### config.mk
export PLATFORM = sky130hd
export DESIGN_NAME = hazard_ctrl
export DESIGN_NICKNAME = d
export VERILOG_FILES = /design/src/rtl/hazard_ctrl.sv
export SDC_FILE = /design/constraint.sdc
export NUM_CORES = 1
export LEC_CHECK = 0
export ABC_AREA = 0
export CORE_MARGIN = 1.5
export CORE_UTILIZATION = 44
export CTS_CLUSTER_DIAMETER = 100
export DETAILED_ROUTE_END_ITERATION = 12
export GPL_ROUTABILITY_DRIVEN = 0
export GPL_TIMING_DRIVEN = 0
export PLACE_DENSITY = 0.81
export SLEW_MARGIN = 15
export SYNTH_ARGS = -nofsm -noshare
export SYNTH_HDL_FRONTEND = slang
export SYNTH_SLANG_ARGS = --single-unit
### constraint.sdc
create_clock -name clk -period 2.75 [get_ports clk]
set_input_delay 0.55 -clock clk [delete_from_list [all_inputs] [get_ports clk]]
set_output_delay 0.55 -clock clk [all_outputs]
set_load 0.02 [all_outputs]
### src/rtl/hazard_ctrl.sv
// hazard_ctrl: hazard and sequencing controller for the 5-stage pipeline.
//
// Watches the register specifiers of the instructions in D/E/M/W. It raises
// stall (register enable low) and flush (bubble) controls for the F/D/E/M/W
// pipeline registers. It also produces the forwarding selects for the E-stage
// ALU operand muxes and the D-stage branch comparator muxes. A data-memory
// access that is not ready holds the whole front of the pipe, with a timeout.
//
// Optional feature macro: HAZARD_FWD_EN
//   defined   : forwarding enabled; only load-use and branch-operand hazards stall.
//   undefined : fwd_* tied to 0; any RAW against E/M/W stalls D until W retires.
//
// Ports
//   clk                      clock, rising edge
//   rst                      synchronous reset, active-low
//   rs_d, rt_d               source registers of the instruction in D
//   branch_d, taken_d        D holds a branch/jr; branch/jump resolved taken
//   rs_e, rt_e               source registers of the instruction in E
//   wreg_e/m/w, regwr_e/m/w  destination register and write enable, E/M/W
//   memrd_e, memrd_m         E/M instruction is a load
//   mem_req_m, mem_ready     M data-memory request; memory completes this cycle
//   stall_f/d/e/m            hold stage register (en=0)
//   flush_d/e/w              clear stage register (insert bubble)
//   fwd_a_e, fwd_b_e         E operand select: 00 regfile, 10 from M, 01 from W
//   fwd_a_d, fwd_b_d         D comparator select: 1 = from M
//   mem_err                  sticky data-memory timeout flag
//   stall_cnt                saturating count of cycles with stall_f=1
module hazard_ctrl #(
    parameter int RW     = 5,
    parameter int CNT_W  = 16,
    parameter int MEM_TO = 255
) (
    input  logic             clk,
    input  logic             rst,
    input  logic [RW-1:0]    rs_d,
    input  logic [RW-1:0]    rt_d,
    input  logic             branch_d,
    input  logic             taken_d,
    input  logic [RW-1:0]    rs_e,
    input  logic [RW-1:0]    rt_e,
    input  logic [RW-1:0]    wreg_e,
    input  logic [RW-1:0]    wreg_m,
    input  logic [RW-1:0]    wreg_w,
    input  logic             regwr_e,
    input  logic             regwr_m,
    input  logic             regwr_w,
    input  logic             memrd_e,
    input  logic             memrd_m,
    input  logic             mem_req_m,
    input  logic             mem_ready,
    output logic             stall_f,
    output logic             stall_d,
    output logic             stall_e,
    output logic             stall_m,
    output logic             flush_d,
    output logic             flush_e,
    output logic             flush_w,
    output logic [1:0]       fwd_a_e,
    output logic [1:0]       fwd_b_e,
    output logic             fwd_a_d,
    output logic             fwd_b_d,
    output logic             mem_err,
    output logic [CNT_W-1:0] stall_cnt
);

    localparam int WAIT_W = (MEM_TO > 0) ? $clog2(MEM_TO + 1) : 1;

    typedef enum logic {
        RUN   = 1'b0,
        MWAIT = 1'b1
    } state_t;

    state_t            state;
    state_t            state_nx;
    logic [WAIT_W-1:0] wait_cnt;
    logic              timeout;
    logic              mem_stall;
    logic              lwstall;
    logic              brstall;
    logic              dstall;
    logic [1:0]        fwd_a_e_n;
    logic [1:0]        fwd_b_e_n;
    logic              fwd_a_d_n;
    logic              fwd_b_d_n;

    // Register 0 is hard-wired zero, so it never creates a dependency.
    function automatic logic hit(input logic [RW-1:0] dest, input logic [RW-1:0] src);
        return (dest != '0) && (dest == src);
    endfunction

    // Data-memory wait: the RUN cycle that sees a not-ready request already
    // stalls; in MWAIT the cycle that completes (or times out) releases.
    always_comb begin
        state_nx  = state;
        timeout   = 1'b0;
        mem_stall = 1'b0;
        case (state)
            RUN: begin
                if (mem_req_m && !mem_ready) begin
                    mem_stall = 1'b1;
                    state_nx  = MWAIT;
                end
            end
            MWAIT: begin
                timeout = !mem_ready && (wait_cnt == WAIT_W'(MEM_TO));
                if (mem_ready || timeout) begin
                    state_nx = RUN;
                end else begin
                    mem_stall = 1'b1;
                end
            end
            default: state_nx = RUN;
        endcase
    end

    // Load-use: the load in E delivers data too late for the instruction in D.
    // Branch operands: a branch compares in D, so a producer still in E, or a
    // load still in M, cannot be forwarded in time.
    assign lwstall = memrd_e && (hit(rt_e, rs_d) || hit(rt_e, rt_d));
    assign brstall = branch_d &&
                     ((regwr_e && (hit(wreg_e, rs_d) || hit(wreg_e, rt_d))) ||
                      (memrd_m && (hit(wreg_m, rs_d) || hit(wreg_m, rt_d))));

`ifdef HAZARD_FWD_EN
    // Forward selects: the younger producer in M takes priority over W.
    // The D-stage comparator can only take ALU results from M, not load data.
    always_comb begin
        fwd_a_e_n = 2'b00;
        fwd_b_e_n = 2'b00;
        if (regwr_m && hit(wreg_m, rs_e)) begin
            fwd_a_e_n = 2'b10;
        end else if (regwr_w && hit(wreg_w, rs_e)) begin
            fwd_a_e_n = 2'b01;
        end
        if (regwr_m && hit(wreg_m, rt_e)) begin
            fwd_b_e_n = 2'b10;
        end else if (regwr_w && hit(wreg_w, rt_e)) begin
            fwd_b_e_n = 2'b01;
        end
        fwd_a_d_n = regwr_m && hit(wreg_m, rs_d) && !memrd_m;
        fwd_b_d_n = regwr_m && hit(wreg_m, rt_d) && !memrd_m;
    end

    assign dstall = lwstall || brstall;
`else
    logic rawstall;
    logic unused_fwd_srcs;

    // Without forwarding, D waits until every in-flight writer of its sources
    // has retired through W.
    assign rawstall = (regwr_e && (hit(wreg_e, rs_d) || hit(wreg_e, rt_d))) ||
                      (regwr_m && (hit(wreg_m, rs_d) || hit(wreg_m, rt_d))) ||
                      (regwr_w && (hit(wreg_w, rs_d) || hit(wreg_w, rt_d)));
    assign dstall          = rawstall || lwstall || brstall;
    assign fwd_a_e_n       = 2'b00;
    assign fwd_b_e_n       = 2'b00;
    assign fwd_a_d_n       = 1'b0;
    assign fwd_b_d_n       = 1'b0;
    assign unused_fwd_srcs = ^{rs_e, rt_e};
`endif

    // Output priority: reset > memory wait > D-stage hazard > taken-branch squash.
    // A taken branch held by a stall is ignored here; it is seen again when D moves.
    always_comb begin
        stall_f = 1'b0;
        stall_d = 1'b0;
        stall_e = 1'b0;
        stall_m = 1'b0;
        flush_d = 1'b0;
        flush_e = 1'b0;
        flush_w = 1'b0;
        fwd_a_e = 2'b00;
        fwd_b_e = 2'b00;
        fwd_a_d = 1'b0;
        fwd_b_d = 1'b0;
        if (!rst) begin
            flush_d = 1'b1;
            flush_e = 1'b1;
            flush_w = 1'b1;
        end else begin
            if (mem_stall) begin
                stall_f = 1'b1;
                stall_d = 1'b1;
                stall_e = 1'b1;
                stall_m = 1'b1;
                flush_w = 1'b1;
            end else if (dstall) begin
                stall_f = 1'b1;
                stall_d = 1'b1;
                flush_e = 1'b1;
            end else if (taken_d) begin
                flush_d = 1'b1;
            end
            fwd_a_e = fwd_a_e_n;
            fwd_b_e = fwd_b_e_n;
            fwd_a_d = fwd_a_d_n;
            fwd_b_d = fwd_b_d_n;
        end
    end

    // State register, wait timer, sticky timeout flag and stall counter.
    // The wait timer only runs while remaining in MWAIT and clears on exit.
    always_ff @(posedge clk) begin
        if (!rst) begin
            state     <= RUN;
            wait_cnt  <= '0;
            mem_err   <= 1'b0;
            stall_cnt <= '0;
        end else begin
            state <= state_nx;
            if (state == MWAIT && state_nx == MWAIT) begin
                wait_cnt <= wait_cnt + WAIT_W'(1);
            end else begin
                wait_cnt <= '0;
            end
            if (timeout) begin
                mem_err <= 1'b1;
            end
            if (stall_f && (stall_cnt != '1)) begin
                stall_cnt <= stall_cnt + CNT_W'(1);
            end
        end
    end

endmodule

==> After elaboration in Yosys (flattened, before gate mapping) <==
Index checks and enable logic that the tools add are counted.
{ "classes": {"eq_ne": 10, "n_bitwise": 1, "muxes": 16, "reduce_logical": 34, "add_sub_neg": 2} }
{ "ops": {"columns": ["op", "n"], "rows": [
  ["5-bit equality test", 8],
  ["5-bit nonzero test", 4],
  ["1-bit logical AND", 18],
  ["16-bit by 1-bit adder with 16-bit output (second input constant)", 1],
  ["16-bit != test (second input constant)", 1],
  ["1-bit two-way mux", 15],
  ["1-bit logical OR", 10],
  ["8-bit by 1-bit adder with 8-bit output (second input constant)", 1],
  ["8-bit equality test (second input constant)", 1],
  ["1-bit case mux with 2 select lines", 1],
  ["2-bit AND reduction", 1],
  ["1-bit logical NOT", 1],
  ["1-bit NOT", 1]
]} }
{ "word_totals": {"elab_cells": 67, "output_inout_bits": 30, "register_bits": 26} }

==> Depth between registers and ports, before layout <==
{ "logic_depth": {"word_depth": 12, "ltp_mapped": 9, "depth_no_buf": 8} }

==> Worst setup path before layout <==
No wires, ideal clock.
{ "synth_path": {"path_kind": "input to output", "start": "in rt_e[1]", "end": "out stall_f", "n_path_buf": 2, "slack_ns": 0.019, "cell_stages": 7, "arrival_ns": 2.181, "required_time_ns": 2.200, "path_cell_list": "or4_1 -> o21ai_1 -> o32ai_4 -> nor3_4 -> buf_2 -> nor2_1 -> buf_4"} }
{ "synth_via": {"elab_chain_cells": 9, "word_cells_on_any_way": 12, "classes_between": "2 x eq/ne; 3 x mux; 7 x reduce/logical"} }
{ "synth_lines": {"columns": ["item", "line", "source"], "rows": [
  ["from (decl)", "40", "input logic [RW-1:0] rt_e,"],
  ["5-bit equality test or 5-bit nonzero test (tied branches)", "88", "return (dest != '0) && (dest == src);"],
  ["1-bit logical AND", "88", null],
  ["1-bit logical OR *", "119", "assign lwstall = memrd_e && (hit(rt_e, rs_d) || hit(rt_e, rt_d));"],
  ["1-bit logical AND *", "119", null],
  ["1-bit logical OR * (2 in series)", "154", "assign dstall = rawstall || lwstall || brstall;"],
  ["1-bit two-way mux * (3 in series)", null, null],
  ["to (decl)", "51", "output logic stall_f,"]
]} }
Every way passes the cells marked *; elsewhere a longest branch is shown, timed or not.

==> Final worst setup path <==
{ "layout_path": {"start": "in wreg_w[1]", "end": "out flush_d"} }
{ "layout_via": {"elab_chain_cells": 10, "word_cells_on_any_way": 13, "classes_between": "2 x eq/ne; 3 x mux; 8 x reduce/logical"} }
{ "layout_lines": {"columns": ["item", "line", "source"], "rows": [
  ["from (decl)", "43", "input logic [RW-1:0] wreg_w,"],
  ["5-bit equality test or 5-bit nonzero test (tied branches)", "88", null],
  ["1-bit logical AND", "88", null],
  ["1-bit logical OR *", "153", "(regwr_w && (hit(wreg_w, rs_d) || hit(wreg_w, rt_d)));"],
  ["1-bit logical AND *", "153", null],
  ["1-bit logical OR *", "152", "(regwr_m && (hit(wreg_m, rs_d) || hit(wreg_m, rt_d))) ||"],
  ["1-bit logical OR * (2 in series)", "154", null],
  ["1-bit two-way mux *", "187", "end else if (dstall) begin"],
  ["1-bit two-way mux *", "181", "if (mem_stall) begin"],
  ["1-bit two-way mux *", "176", "if (!rst) begin"],
  ["to (decl)", "55", "output logic flush_d,"]
]} }
Marked as above.

==> flow_metrics.tcl <==
set metrics [dict create \
    run_status "complete, no violations" \
    hold_class "reg -> reg" \
    final_cell_area_um2 2750 \
    p_comb_share_pct 29.0 \
    yosys.area.top_type_share_pct 27.6 \
    power_switching_w 0.000289 \
    cp.depth 9 \
    drc 0 \
    synthMuxAreaShare_pct 1.59 \
    core_area_um2 4060 \
    dp.final_hpwl_mm 3.75 \
    drt_first_pass_iters 4 \
    yosysWarnings 0 \
    grt_max_degree 16 \
    grt_pass1_vias 1797 \
    maxSlewHeadroom_pct 65.8 \
    hold_viol_final 0 \
    slowest_stage "or4_4" \
    grt_first_pass_wirelength_mm 8.03 \
    synth_compound_area_share_pct 15.4 \
    insertion_delay_ns 0.28 \
    tightestPinTransition_ns 0.513 \
    place_ws_ns -1.13 \
    ant_nets 0 \
    skew_ns 0.00535 \
    period_needed_ns 2.70 \
    synth_edf_count 0 \
    grt-ovfl-total 0 \
    syn_area_per_cell_um2 8.28 \
    synth_seq_cells 26 \
    synth-simple-area-share_pct 26.6 \
    maxCapViolations 0 \
    period_share_pct 98.4 \
    hold_buffers 0 \
    wl_mm 5.49 \
    start_util_pct 46.5 \
    clk_pin_slew_worst_paths_ns 0.09 \
    clk_path_buf_depth 2 \
    clkPwrFrac_pct 32.3 \
    via_count 1975 \
    drt_iter0_drc 74 \
    drive_gt1_share_pct 23.1 \
    reg2reg_depth 13 \
    diodes 0 \
    criticalPathCategory "in -> out" \
    path_max_fanout 3 \
    hold_depth 1 \
    boundaryPins 76 \
    synth-adder-area-share_pct 1.33 \
    fillers 340 \
    wl_per_cell_um 15.4 \
    synth_xor_area_share_pct 21.8 \
    placed_cell_area_um2 2610 \
    worst_path_largest_cell_delay_ns 0.50 \
    netlist_area_um2 1890 \
    ys_seq_area_share_pct 27.6 \
    numCtsBuffers 3 \
    peakVddDrop_v 0.000330 \
    vias_per_cell 5.53 \
    reg2reg_from "wait_cnt[0]" \
    fp.dieH_um 68.5 \
    path_cells "clkdlybuf4s15_2 > or4_4 > o21ai_4 > o22ai_4 > nor3_4 > buf_6 > nand2_1 > nand2_1 > buf_6" \
    yosysMostFrequentCell "xor2_1" \
    power_per_cell_area_nw_per_um2 363 \
    drv_slew 0 \
    synthCells 228 \
    fmax_ghz 0.370 \
    path_delay_family "simple AND/OR/NAND/NOR gates" \
    critical_path.endpoint_type "primary output" \
    synth_area_leader_cell "dfxtp_1" \
    cp_data_required_time_ns 2.20 \
    synth.distinct_cells 43 \
    layout-area-overhead-vs-synth_pct 45.8 \
    regToRegEndpoint "stall_cnt[14]" \
    fp.dieArea_um2 4690 \
    p_seq_share_pct 38.7 \
    htree_levels 1 \
    port_buffers 64 \
    internal_power_w 0.000711 \
    synth.top_cells.by_area "dfxtp_1 (28%), xor2_1 (20%), nor2_1 (5.4%)" \
    sw_frac_of_total_pct 28.9 \
    setup_viol 0 \
    synthFlopType "dfxtp_1" \
    fp-row-count 23 \
    p_leak_nw 1.03 \
    setup_ws_ns 0.0453 \
    rsz0062_at_grt "yes" \
    synth_top_family_by_area "simple AND/OR/NAND/NOR gates" \
    clock_sinks 26 \
    arrival_ns 2.15 \
    cts_root_buf "clkbuf_8" \
    cts_tree "built" \
    holdPathEnd "wait_cnt[0]" \
    nNetsFinal 356 \
    crit_buf_inv 3 \
    hp-start "wait_cnt[0]" \
    async_flop_share_pct 0 \
    r2r_slack_ns 0.45 \
    antenna_found_initial 0 \
    synthTopCellsByCount "xor2_1 (44), nor2_1 (27), dfxtp_1 (26), nand2_1 (18), or4_1 (11)" \
    start_kind "input pin" \
    fp.dieW_um 68.5 \
    grt.total_usage_pct 22.8 \
]
## power by group through the flow
stage / registers (W) / logic [W] / clock network (W)
after global routing: 0.000388 / 0.000310 / 0.000342
after CTS: 0.000387 / 0.000271 / 0.000321
after detailed placement: 0.000395 / 0.000266 / 0
final: 0.000387 / 0.000290 / 0.000323
after floorplan: 0.000399 / 0.000136 / 0
after global placement: 0.000395 / 0.000263 / 0
## kinds of logic (layout without fill, tap and decap cells)
group | Yosys count | in the layout
muxes | 3 | 3
adders and majority gates | 2 | 2
xor gates and xnor gates | 47 | 47
other | 1 | 6
and+or+nand+nor | 94 | 94
DFF | 26 | 26
AOI/OAI and AO/OA | 38 | 38
buffers and inverters | 17 | 91
## worst reg2reg max path: stages, from the launching register on
cell	delay, ns
dfxtp_1	0.34
ha_2	0.21
nand2_1	0.08
nor2_2	0.05
and3_4	0.19
a211oi_4	0.22
buf_4	0.18
nor3_4	0.05
buf_6	0.13
buf_4	0.13
buf_4	0.13
buf_4	0.14
o31ai_1	0.24
a21oi_1	0.10
## timing repair
action / in CTS / in global routing
cloned: 0 / 0
buffers inserted: 5 / 2
setup endpoints to repair: 7 / 4
gates resized for setup: 100 / 34
pin swaps: 11 / 11
## routing by layer
| metal | GRT usage, % | vias to the layer above | part of all wire [%] |
|---|---|---|---|
| met2 | 41.2 | 89 | 48 |
| met4 | 8.75 | 0 | 1.5 |
| met3 | 3.41 | 9 | 8.8 |
| li1 | - | 949 | - |
| met1 | 26.8 | 928 | 42 |
| met5 | 0 | - | 0 |
## layout make-up
type / instances / area [um2] / share of cell area, %
inverter: 4 / 15.0 / 0.545
multi-input combinational: 190 / 1390 / 50.5
clock inverter: 1 / 30.0 / 1.09
clock buffer: 3 / 41.3 / 1.50
tap: 50 / 62.6 / 2.27
buffer: 12 / 86.3 / 3.14
timing repair buffer: 71 / 607 / 22.0
sequential: 26 / 520 / 18.9
## registers in the layout, indices dropped and copies added (netlist names)
signal     cells
state          1
mem_err        1
stall_cnt     16
wait_cnt       8
## layout by cell type (no fill, tap or decap), drive strengths merged, types with 4 or more instances in the layout
master         instances
o31ai                  6
clkdlybuf4s15          9
clkbuf                14
buf                   27
nor2                  27
a21oi                 10
nand4                  4
clkdlybuf4s50         27
nand3                  8
or4                   11
nor3                  11
dfxtp                 26
xor2                  44
nand2                 18
dlygate4sd2            9
inv                    4
a22oi                  4
conb                   6
o21ai                  6
## stage by stage
step	cells	util, %	hold WS, ns	power (W)	TNS [ns]
finish	357	67.8	0.474	0.00100	0
global route	357	67.8	0.506	0.00104	-0.106
CTS	355	67.0	0.475	0.000978	0
detailed placement	347	64.3	0.452	0.000662	-6.20
global placement	347	64.3	0.448	0.000658	-5.80
floorplan	233	-	0.430	0.000535	0
## worst max path at each step
stage,start,to,slack [ns]
5_1_grt,rs_d[0],flush_d,-0.04
3_5_place_dp,wreg_w[1],stall_f,-1.13
3_3_place_gp,wreg_w[1],stall_f,-1.11
4_1_cts,rs_d[4],stall_d,0.02
2_1_floorplan,rt_e[1],stall_f,0.02
6_report,wreg_w[1],flush_d,0.05
(Power assumes the default switching activity.)
